### src/rtl/tdc_power_sequencer.sv
// Power-up / soft-reset sequencer for a bank of TDC front-ends, driven by UART command bytes.
// Each start gives every masked channel a full LOW->HIGH enable edge, a boot wait, then a soft-reset pulse.
module tdc_power_sequencer #(
    parameter int unsigned N_CH             = 6,
    parameter int unsigned CNT_W            = 20,
    parameter int unsigned OFF_CYCLES       = 1000,
    parameter int unsigned BOOT_CYCLES      = 100000,
    parameter int unsigned RST_PULSE_CYCLES = 4,
    parameter int unsigned AUTO_START       = 1
) (
    input  logic            clk,
    input  logic            rst,
    input  logic [7:0]      rx_data,
    input  logic            new_rx_data,
    input  logic [N_CH-1:0] ch_mask,
    output logic [N_CH-1:0] tdc_enable,
    output logic [N_CH-1:0] soft_reset,
    output logic            pause,
    output logic            ready,
    output logic            busy
);

    localparam logic [2:0] S_IDLE       = 3'd0;
    localparam logic [2:0] S_OFF_HOLD   = 3'd1;
    localparam logic [2:0] S_BOOT_WAIT  = 3'd2;
    localparam logic [2:0] S_SOFT_RESET = 3'd3;
    localparam logic [2:0] S_RUN        = 3'd4;

    localparam logic [7:0] CMD_START  = 8'h64;
    localparam logic [7:0] CMD_POWER  = 8'h78;
    localparam logic [7:0] CMD_PAUSE  = 8'h73;
    localparam logic [7:0] CMD_RESUME = 8'h70;

    localparam logic [CNT_W-1:0] OFF_LAST  = CNT_W'(OFF_CYCLES - 1);
    localparam logic [CNT_W-1:0] BOOT_LAST = CNT_W'(BOOT_CYCLES - 1);
    localparam logic [CNT_W-1:0] RST_LAST  = CNT_W'(RST_PULSE_CYCLES - 1);

    logic [2:0]       state;
    logic [2:0]       state_nxt;
    logic [CNT_W-1:0] counter;
    logic [CNT_W-1:0] counter_nxt;
    logic [N_CH-1:0]  mask_q;
    logic [N_CH-1:0]  mask_nxt;
    logic             start_pending;
    logic             start_pending_nxt;

    logic cmd_start;
    logic cmd_power;
    logic cmd_pause;
    logic cmd_resume;

    assign cmd_start  = new_rx_data && (rx_data == CMD_START);
    assign cmd_power  = new_rx_data && (rx_data == CMD_POWER);
    assign cmd_pause  = new_rx_data && (rx_data == CMD_PAUSE);
    assign cmd_resume = new_rx_data && (rx_data == CMD_RESUME);

    always_comb begin
        state_nxt         = state;
        counter_nxt       = counter;
        mask_nxt          = mask_q;
        start_pending_nxt = start_pending;

        case (state)
            S_IDLE: begin
                if (start_pending) begin
                    state_nxt         = S_OFF_HOLD;
                    counter_nxt       = '0;
                    mask_nxt          = ch_mask;
                    start_pending_nxt = 1'b0;
                end
            end
            S_OFF_HOLD: begin
                if (counter == OFF_LAST) begin
                    state_nxt   = S_BOOT_WAIT;
                    counter_nxt = '0;
                end else begin
                    counter_nxt = counter + 1'b1;
                end
            end
            S_BOOT_WAIT: begin
                if (counter == BOOT_LAST) begin
                    state_nxt   = S_SOFT_RESET;
                    counter_nxt = '0;
                end else begin
                    counter_nxt = counter + 1'b1;
                end
            end
            S_SOFT_RESET: begin
                if (counter == RST_LAST) begin
                    state_nxt   = S_RUN;
                    counter_nxt = '0;
                end else begin
                    counter_nxt = counter + 1'b1;
                end
            end
            S_RUN: begin
                counter_nxt = '0;
            end
            default: begin
                state_nxt   = S_IDLE;
                counter_nxt = '0;
                mask_nxt    = '0;
            end
        endcase

        // Commands override the timed flow from any state, including illegal encodings.
        if (cmd_start) begin
            state_nxt         = S_OFF_HOLD;
            counter_nxt       = '0;
            mask_nxt          = ch_mask;
            start_pending_nxt = 1'b0;
        end else if (cmd_power) begin
            state_nxt         = S_IDLE;
            counter_nxt       = '0;
            start_pending_nxt = 1'b0;
        end
    end

    // Outputs are decoded from the next state so they line up with the state register.
    always_ff @(posedge clk) begin
        if (rst) begin
            state         <= S_IDLE;
            counter       <= '0;
            mask_q        <= '0;
            start_pending <= (AUTO_START != 0);
            tdc_enable    <= '0;
            soft_reset    <= '0;
            pause         <= 1'b0;
            ready         <= 1'b0;
            busy          <= 1'b0;
        end else begin
            state         <= state_nxt;
            counter       <= counter_nxt;
            mask_q        <= mask_nxt;
            start_pending <= start_pending_nxt;

            tdc_enable <= ((state_nxt == S_BOOT_WAIT) || (state_nxt == S_SOFT_RESET) ||
                           (state_nxt == S_RUN)) ? mask_nxt : '0;
            soft_reset <= (state_nxt == S_SOFT_RESET) ? mask_nxt : '0;
            ready      <= (state_nxt == S_RUN);
            busy       <= (state_nxt == S_OFF_HOLD) || (state_nxt == S_BOOT_WAIT) ||
                          (state_nxt == S_SOFT_RESET);

            if (cmd_pause) begin
                pause <= 1'b1;
            end else if (cmd_resume) begin
                pause <= 1'b0;
            end
        end
    end

endmodule

### config.mk
export PLATFORM = sky130hd
export DESIGN_NAME = tdc_power_sequencer
export DESIGN_NICKNAME = d
export VERILOG_FILES = /design/src/rtl/tdc_power_sequencer.sv
export SDC_FILE = /design/constraint.sdc
export NUM_CORES = 1
export LEC_CHECK = 0
export CAP_MARGIN = 20
export CORE_ASPECT_RATIO = 1.25
export CORE_UTILIZATION = 35
export DETAILED_ROUTE_END_ITERATION = 10
export PLACE_DENSITY = 0.67
export SETUP_SLACK_MARGIN = 0.3
export SKIP_CTS_REPAIR_TIMING = 1
export SLEW_MARGIN = 20
export SYNTH_ARGS = -nofsm -noshare
export SYNTH_HDL_FRONTEND = slang
export SYNTH_SLANG_ARGS = --single-unit
export TNS_END_PERCENT = 20
### constraint.sdc
create_clock -name clk -period 2.15 [get_ports clk]
set_input_delay 0.215 -clock clk [delete_from_list [all_inputs] [get_ports clk]]
set_output_delay 0.215 -clock clk [all_outputs]
set_load 0.01 [all_outputs]
Word level (Yosys, flattened, before mapping). Cells that the tools add are included.

Logic and storage cells: 63. Output and inout bits: 15. Register bits: 45. Input port bits: 17.

Bitwise gates (word level): 2. Eq/ne operators: 16. Reduce and logical (&&, ||, !) cells: 15. Multiplexer cells: 20. $add $sub $neg: 1.

Operator list (count): 2-to-1 mux 20 bit (4); one-hot mux 20 bit (4 select lines) (1); == test 8 x 7 -> 1 bit (second input constant) (4); adder 20 x 1 -> 20 bit (second input constant) (1); == test 20 x 10 -> 1 bit (second input constant) (1); == test 20 x 17 -> 1 bit (second input constant) (1); == test 20 x 2 -> 1 bit (second input constant) (1); 2-to-1 mux 3 bit (6); one-hot mux 3 bit (5 select lines) (1); == test 3 x 2 -> 1 bit (second input constant) (4); 2-to-1 mux 6 bit (2); one-hot mux 6 bit (2 select lines) (1); == test 3 x 1 -> 1 bit (second input constant) (2); == test 3 bit (second input constant) (2); 2-to-1 mux 1 bit (5); logical AND 1 bit (4); logical OR 1 bit (4); OR reduction 2 bit (2); OR reduction 4 bit (1); zero test 3 bit (1); nonzero test 3 bit (1); OR reduction 3 bit (1); != test 2 bit (second input constant) (1); NOT 1 bit (2); nonzero test 2 bit (1).

Depth between registers and ports, before layout. Gate-level depths: netlist of run 1.

Depth in word-level cells: 10. Depth in mapped cells: 9.

Worst setup path after synthesis of run 1. No wires, ideal clock.

Kind: register -> register. Start: register counter[0]. End: register counter[19]. Stages on the path, launching flop included: 9. Path slack: 154 ps. Arrival: 1874 ps. Setup time: 122 ps. Cells stage by stage: dfxtp_1 > ha_1 > nor4b_1 > and4_1 > a21boi_1 > o22ai_2 > buf_6 > o211a_1 > a221o_1.

Word-level cells in the longest chain between the ends: 3. Elaborated cells between the ends (all ways): 8.

Ends and longest elaborated chain: from (decl) (line 40) `logic [CNT_W-1:0] counter;`; from (signal assigned) (line 133) `counter <= counter_nxt;`; adder 20 x 1 -> 20 bit (tied with other cells) (line 77, 85, 93); 2-to-1 mux 20 bit (on tied branches) (line 89, 73, 81); one-hot mux 20 bit (4 select lines) (*) (line 63) `case (state)`.

Mark *: on every way between the ends. The rest lies on a longest branch, timed or not. A chain may end at the register's enable or synchronous reset.

Final worst setup path of run 1.
Start: register counter[1]. End: register counter[18].

The elaborated chain is that of the path after synthesis.

==> results.tsv, run 1 <==
metric	value	unit
Rows	30	
RSZ-0062 raised after global routing	true	
Die Y	87.30	microns
post-route ant nets	0	
Initial Util	0.3692	
clock buffers created by TritonCTS	5	
clk root buf	clkbuf_8	
drt via density	5.630	
Cell Area, Placed	0.002638	sq mm
Seq/Total Area, Yosys	0.4423	
fmax	523.3	MHz
largest net degree at the start of global routing	15	
crit-path cells	ha_4 > nor4b_4 > and4_4 > a21boi_4 > o22ai_4 > and3_1 > a221o_1	
Leakage Power	1.149	nW
area occupied by multi-input gates	0.001219	sq mm
Synth Area per Inst	8.487	sq um
min cycle time layout	1.911	ns
Die Wd	70.24	microns
syn_nets	258	
Post-synth EDFFs	0	
input/output buffers	31	
dpl ws	-0.2324	ns
WL final	5.252	mm
GRT busiest layer	met2	
top post-synthesis cells by area	dfxtp_1 44%, nor2_1 5.5%, a21oi_1 4.7%, nand2_1 4.1%, a31oi_1 4.0%	
Worst EP required	2.34	ns
crit path capture type	flip-flop	
met3 GRT Util	0.03935	
highest-delay cell along the critical path	dfxtp_4	
latest clock arrival within the worst-skew pair	0.29	ns
period utilization	0.8888	
crit path kind	reg2reg	
startpoint types	flip-flop	
sequential cell area	915.9	sq um
flop2flop setup slack	0.24	ns
setup TNS	0	ns
Post-DP HPWL	3.679	mm
clock tree buffer depth	2	
Placer Congestion	0.8092	
Starting DRT DRC Count	115	
Max Slew Vio Count	0	
Slew @ Worst Pin	0.4188	ns
finished layout cell area	0.002945	sq mm
final global-route overflow total	0	
worst-path fanout max	7	
H-tree Lvls	2	
met1 Resource Use GR	0.1946	
IO Count	32	
max cap viols	0	
post-synth top area share	0.4423	
CP arrival	2.10	ns
gr usage total	0.1766	
# DRC	0	
Worst-path clk slew	0.08	ns
ys async rst share	0	
Post-layout nets	324	
total power	1.703	mW
PwrDens	578.1	mW/mm^2
WP buf/inv	0	
die footprint	0.006131	sq mm
Slew headroom	0.7187	
initial antenna violation count	0	
wire per inst	14.19	microns
Hold Path Class	in2reg	
vias in the first global route	2019	
share of layout cells above drive strength 1	0.2484	
ANT cells	0	
status	finished clean	
synthesized area	0.002037	sq mm
Synth Register Bits	45	
core area	0.005518	sq mm
clock sink total	45	
final core area utilization	0.5338	
Slowest Stage Delay on Critical Path	0.36	ns
Worst Slack Setup Final	0.2391	ns
first-pass GRT wire length	8.797	mm
Unique masters post-synth	49	
DR vias	2083	
Finished Layout Cells	370	
M2 GR Usage	0.3290	
Main synth FF type	dfxtp_1	
Synth Instances	240	
Detailed Routing Iterations Pass 1	4	
Final Setup Violations	0	
CTS tree	yes	
Layout Skew	0.005306	ns
fill count	510	
area grow syn2layout	44.59	%
placed insts	354	
Synth warnings	0	
Min Hold Slack	0.3949	ns
Final Hold Fails	0	
area leader, netlist	dfxtp_1	
maximum vdd drop	0.3072	mV
delay-heaviest family, CP	simple AND/OR/NAND/NOR gates	
logic make-up after synthesis:
logic type | count (synthesis) | synth area share
flip-flops | 45 | 0.4423
AO/OA/AOI/OAI | 65 | 0.2181
adder cells (fa/ha/maj) | 1 | 0.006142
buffers and inverters | 13 | 0.03256
XOR/XNOR | 2 | 0.008601
AND/OR/NAND/NOR | 114 | 0.2924
final timing paths:
path / start / end / cells after the start
max: counter[1] / counter[18] / 7
min: rx_data[3] / pause / 4
max reg2reg: counter[1] / counter[18] / 7
min reg2reg: pause / pause / 2
routing by layer:
metal  up-vias  part of all wire
li1       1019                 -
met1      1008              0.43
met2        47              0.53
met3         9             0.029
met4         0             0.015
met5         -                 0
synthesized netlist by cell type (2+ instances only):
cell and n:
nand3b_1 2, nand3_1 10, a21oi_1 19, and3_1 11, xnor2_1 2, and4_1 6
a221o_1 2, nand2b_1 7, nand2_1 22, o41ai_1 2, dfxtp_1 45, o21ai_0 7
nand4_1 3, nor3_1 9, nor4b_1 2, clkbuf_1 2, inv_1 2, o211ai_1 2
nor2_1 30, nor2b_1 2, buf_2 8, a31oi_1 13, a22o_1 3, a41oi_1 3
or3_1 2
flip-flops by register name, summed over array words and instances (netlist names):
name and flops:
counter 20, start_pending 1, busy 1, mask_q 6, pause 1, state 3
soft_reset 6, tdc_enable 6, ready 1
worst min-delay path, delay by kind of cell:
family | cells | cell delay, ns
compound gates | 2 | 0.20
buf+inv | 2 | 0.24
where the power goes:
group,switching (mW),internal (mW),leakage (nW)
clock,0.272,0.338,0.0540
combinational,0.112,0.114,0.726
sequential,0.0138,0.853,0.368
total,0.398,1.30,1.15
final cells by class:
cell class	instances	share of cell area
multi-input cells	183	0.4138
clock buffers	5	0.02336
inverters	2	0.002549
well taps	64	0.02719
flip-flops and latches	45	0.3110
repair buffers	69	0.2103
clock inverters	2	0.01189
cells in the final DEF (no fill, tap or decap), drive strengths merged, types with 2 or more instances in the layout:
cell,instances
a21oi,19
a221o,2
a22o,3
a31oi,13
a41oi,3
and3,11
and4,6
buf,38
clkbuf,5
clkdlybuf4s50,28
dfxtp,45
dlymetal6s2s,3
inv,2
nand2,22
nand2b,7
nand3,11
nand3b,2
nand4,3
nor2,31
nor2b,2
nor3,9
nor4b,2
o211ai,2
o21ai,7
o22ai,3
o41ai,2
or3,2
or3b,2
xnor2,2
Note: power is estimated with default switching activity, not from simulation.
==> run 2: changes to the inputs <==
==> constraint.sdc (replaced) <==
create_clock -name clk -period 1.6 [get_ports clk]
set_input_delay 0.16 -clock clk [delete_from_list [all_inputs] [get_ports clk]]
set_output_delay 0.16 -clock clk [all_outputs]
set_load 0.01 [all_outputs]
==> results.tsv, run 2 (synthesis results as in run 1) <==
metric	value	unit
status	complete, but fails checks	
failing checks	setup timing	
Starting DRT DRC Count	105	
Leakage Power	1.530	nW
commonest non-fill, non-tap cells in the layout	53 x buf_4, 42 x dfxtp_1, 29 x nor2_1, 20 x nand2_1, 18 x dlymetal6s2s_1	
fmax	509.8	MHz
setup TNS	-8.469	ns
share of layout cells above drive strength 1	0.2892	
H-tree Lvls	2	
sequential cell area	904.6	sq um
Final Hold Fails	0	
Final Setup Violations	39	
Post-DP HPWL	3.923	mm
clk root buf	clkbuf_8	
Die Y	87.30	microns
Hold Startpoint	rx_data[3]	
CP arrival	2.16	ns
FF-to-FF Start	counter[14]	
Layout Skew	0.003877	ns
cell depth of the worst min-delay path	4	
delay-heaviest family, CP	compound AO/OA/AOI/OAI gates	
drt via density	5.427	
# DRC	0	
end of the worst hold path	pause	
Slowest Stage Delay on Critical Path	0.37	ns
crit path capture type	flip-flop	
initial antenna violation count	0	
crit path kind	reg2reg	
Cell Area, Placed	0.002858	sq mm
Slew @ Worst Pin	0.4137	ns
RSZ-0062 raised after global routing	true	
max cap viols	0	
clock buffers created by TritonCTS	5	
reg2reg end	counter[19]	
largest net degree at the start of global routing	17	
latest clock arrival within the worst-skew pair	0.31	ns
min cycle time layout	1.962	ns
CTS tree	yes	
crit-path cells	nor4_4 > and4_4 > a21boi_4 > o22ai_4 > o211a_1 > a221o_1	
finished layout cell area	0.003167	sq mm
Biggest register	counter	
Worst-path clk slew	0.09	ns
dpl ws	-0.6748	ns
core area	0.005518	sq mm
PwrDens	760.4	mW/mm^2
Initial Util	0.3692	
Placer Congestion	0.7786	
maximum vdd drop	0.4743	mV
critical path depth	6	
Slew headroom	0.7213	
DR vias	2111	
highest-delay cell along the critical path	dfxtp_1	
Die Wd	70.24	microns
Hold Path Class	in2reg	
gr usage total	0.1775	
flop2flop setup slack	-0.36	ns
Post-layout nets	342	
area occupied by multi-input gates	0.001240	sq mm
fill count	477	
WL final	5.592	mm
Detailed Routing Iterations Pass 1	4	
Worst EP required	1.80	ns
die footprint	0.006131	sq mm
clock tree buffer depth	2	
area grow syn2layout	55.47	%
ANT cells	0	
startpoint types	flip-flop	
worst-path fanout max	8	
final global-route overflow total	0	
max FFs per register	20	
Max Slew Vio Count	0	
clock sink total	45	
vias in the first global route	1988	
first-pass GRT wire length	8.666	mm
most common cell after layout, fill and taps aside	buf_4	
total power	2.408	mW
IO Count	32	
post-route ant nets	0	
WP buf/inv	0	
worst r2r path cells	6	
wire per inst	14.38	microns
input/output buffers	31	
Worst Slack Setup Final	-0.3617	ns
period utilization	1.226	
Rows	30	
-- run 2: routing by layer --
| layer | global-route usage | up-vias | wire length [microns] |
|---|---|---|---|
| met5 | 0 | - | 0 |
| met4 | 0.06182 | 0 | 87 |
| met3 | 0.03704 | 8 | 189 |
| met2 | 0.3359 | 43 | 2995 |
| met1 | 0.1936 | 998 | 2319 |
| li1 | - | 1062 | - |
-- run 2: area by class of cell --
type / instances / share of cell area
clock buffer: 5 / 0.02173
clock inverter: 3 / 0.01501
inverter: 2 / 0.002371
multi-input combinational: 183 / 0.3915
sequential: 45 / 0.2857
tap: 64 / 0.02529
timing repair buffer: 87 / 0.2584
-- run 2: worst register-to-register path, stage by stage, from the launching register on --
cell and delay, ns:
dfxtp_1 0.37, nor4_4 0.33, and4_4 0.29, a21boi_4 0.25
o22ai_4 0.18, o211a_1 0.17, a221o_1 0.27
-- run 2: worst max path at each step --
stage | to | slack, ns | from
2_1_floorplan | counter[19] | -0.17 | counter[1]
3_5_place_dp | counter[18] | -0.67 | rx_data[2]
4_1_cts | soft_reset[1] | -0.40 | counter[14]
6_report | counter[19] | -0.36 | counter[14]
5_1_grt | counter[19] | -0.44 | counter[14]
3_3_place_gp | counter[18] | -0.64 | rx_data[2]
-- run 2: through the flow --
| step | hold WS, ns | utilization | cells |
|---|---|---|---|
| after floorplan | 0.3171 | - | 240 |
| after global placement | 0.4720 | 0.5179 | 378 |
| after detailed placement | 0.4692 | 0.5179 | 378 |
| after CTS | 0.4854 | 0.5390 | 386 |
| after global routing | 0.3669 | 0.5739 | 389 |
| final | 0.3237 | 0.5739 | 389 |
-- run 2: power breakdown --
part           switching (mW)  total [mW]  internal, mW
Sequential             0.0163        1.16          1.15
Combinational           0.160       0.333         0.173
Clock                   0.434       0.911         0.477
Total                   0.610        2.41          1.80
==> run 3: changes to the inputs <==
--- a/config.mk
+++ b/config.mk
@@ -9,6 +9,7 @@
 export CORE_ASPECT_RATIO = 1.25
 export CORE_UTILIZATION = 35
 export DETAILED_ROUTE_END_ITERATION = 10
+export HOLD_SLACK_MARGIN = 0.03
 export PLACE_DENSITY = 0.67
 export SETUP_SLACK_MARGIN = 0.3
 export SKIP_CTS_REPAIR_TIMING = 1
==> results of run 3 <==
No change in the layout: final DEF, timing and power equal those of run 2.
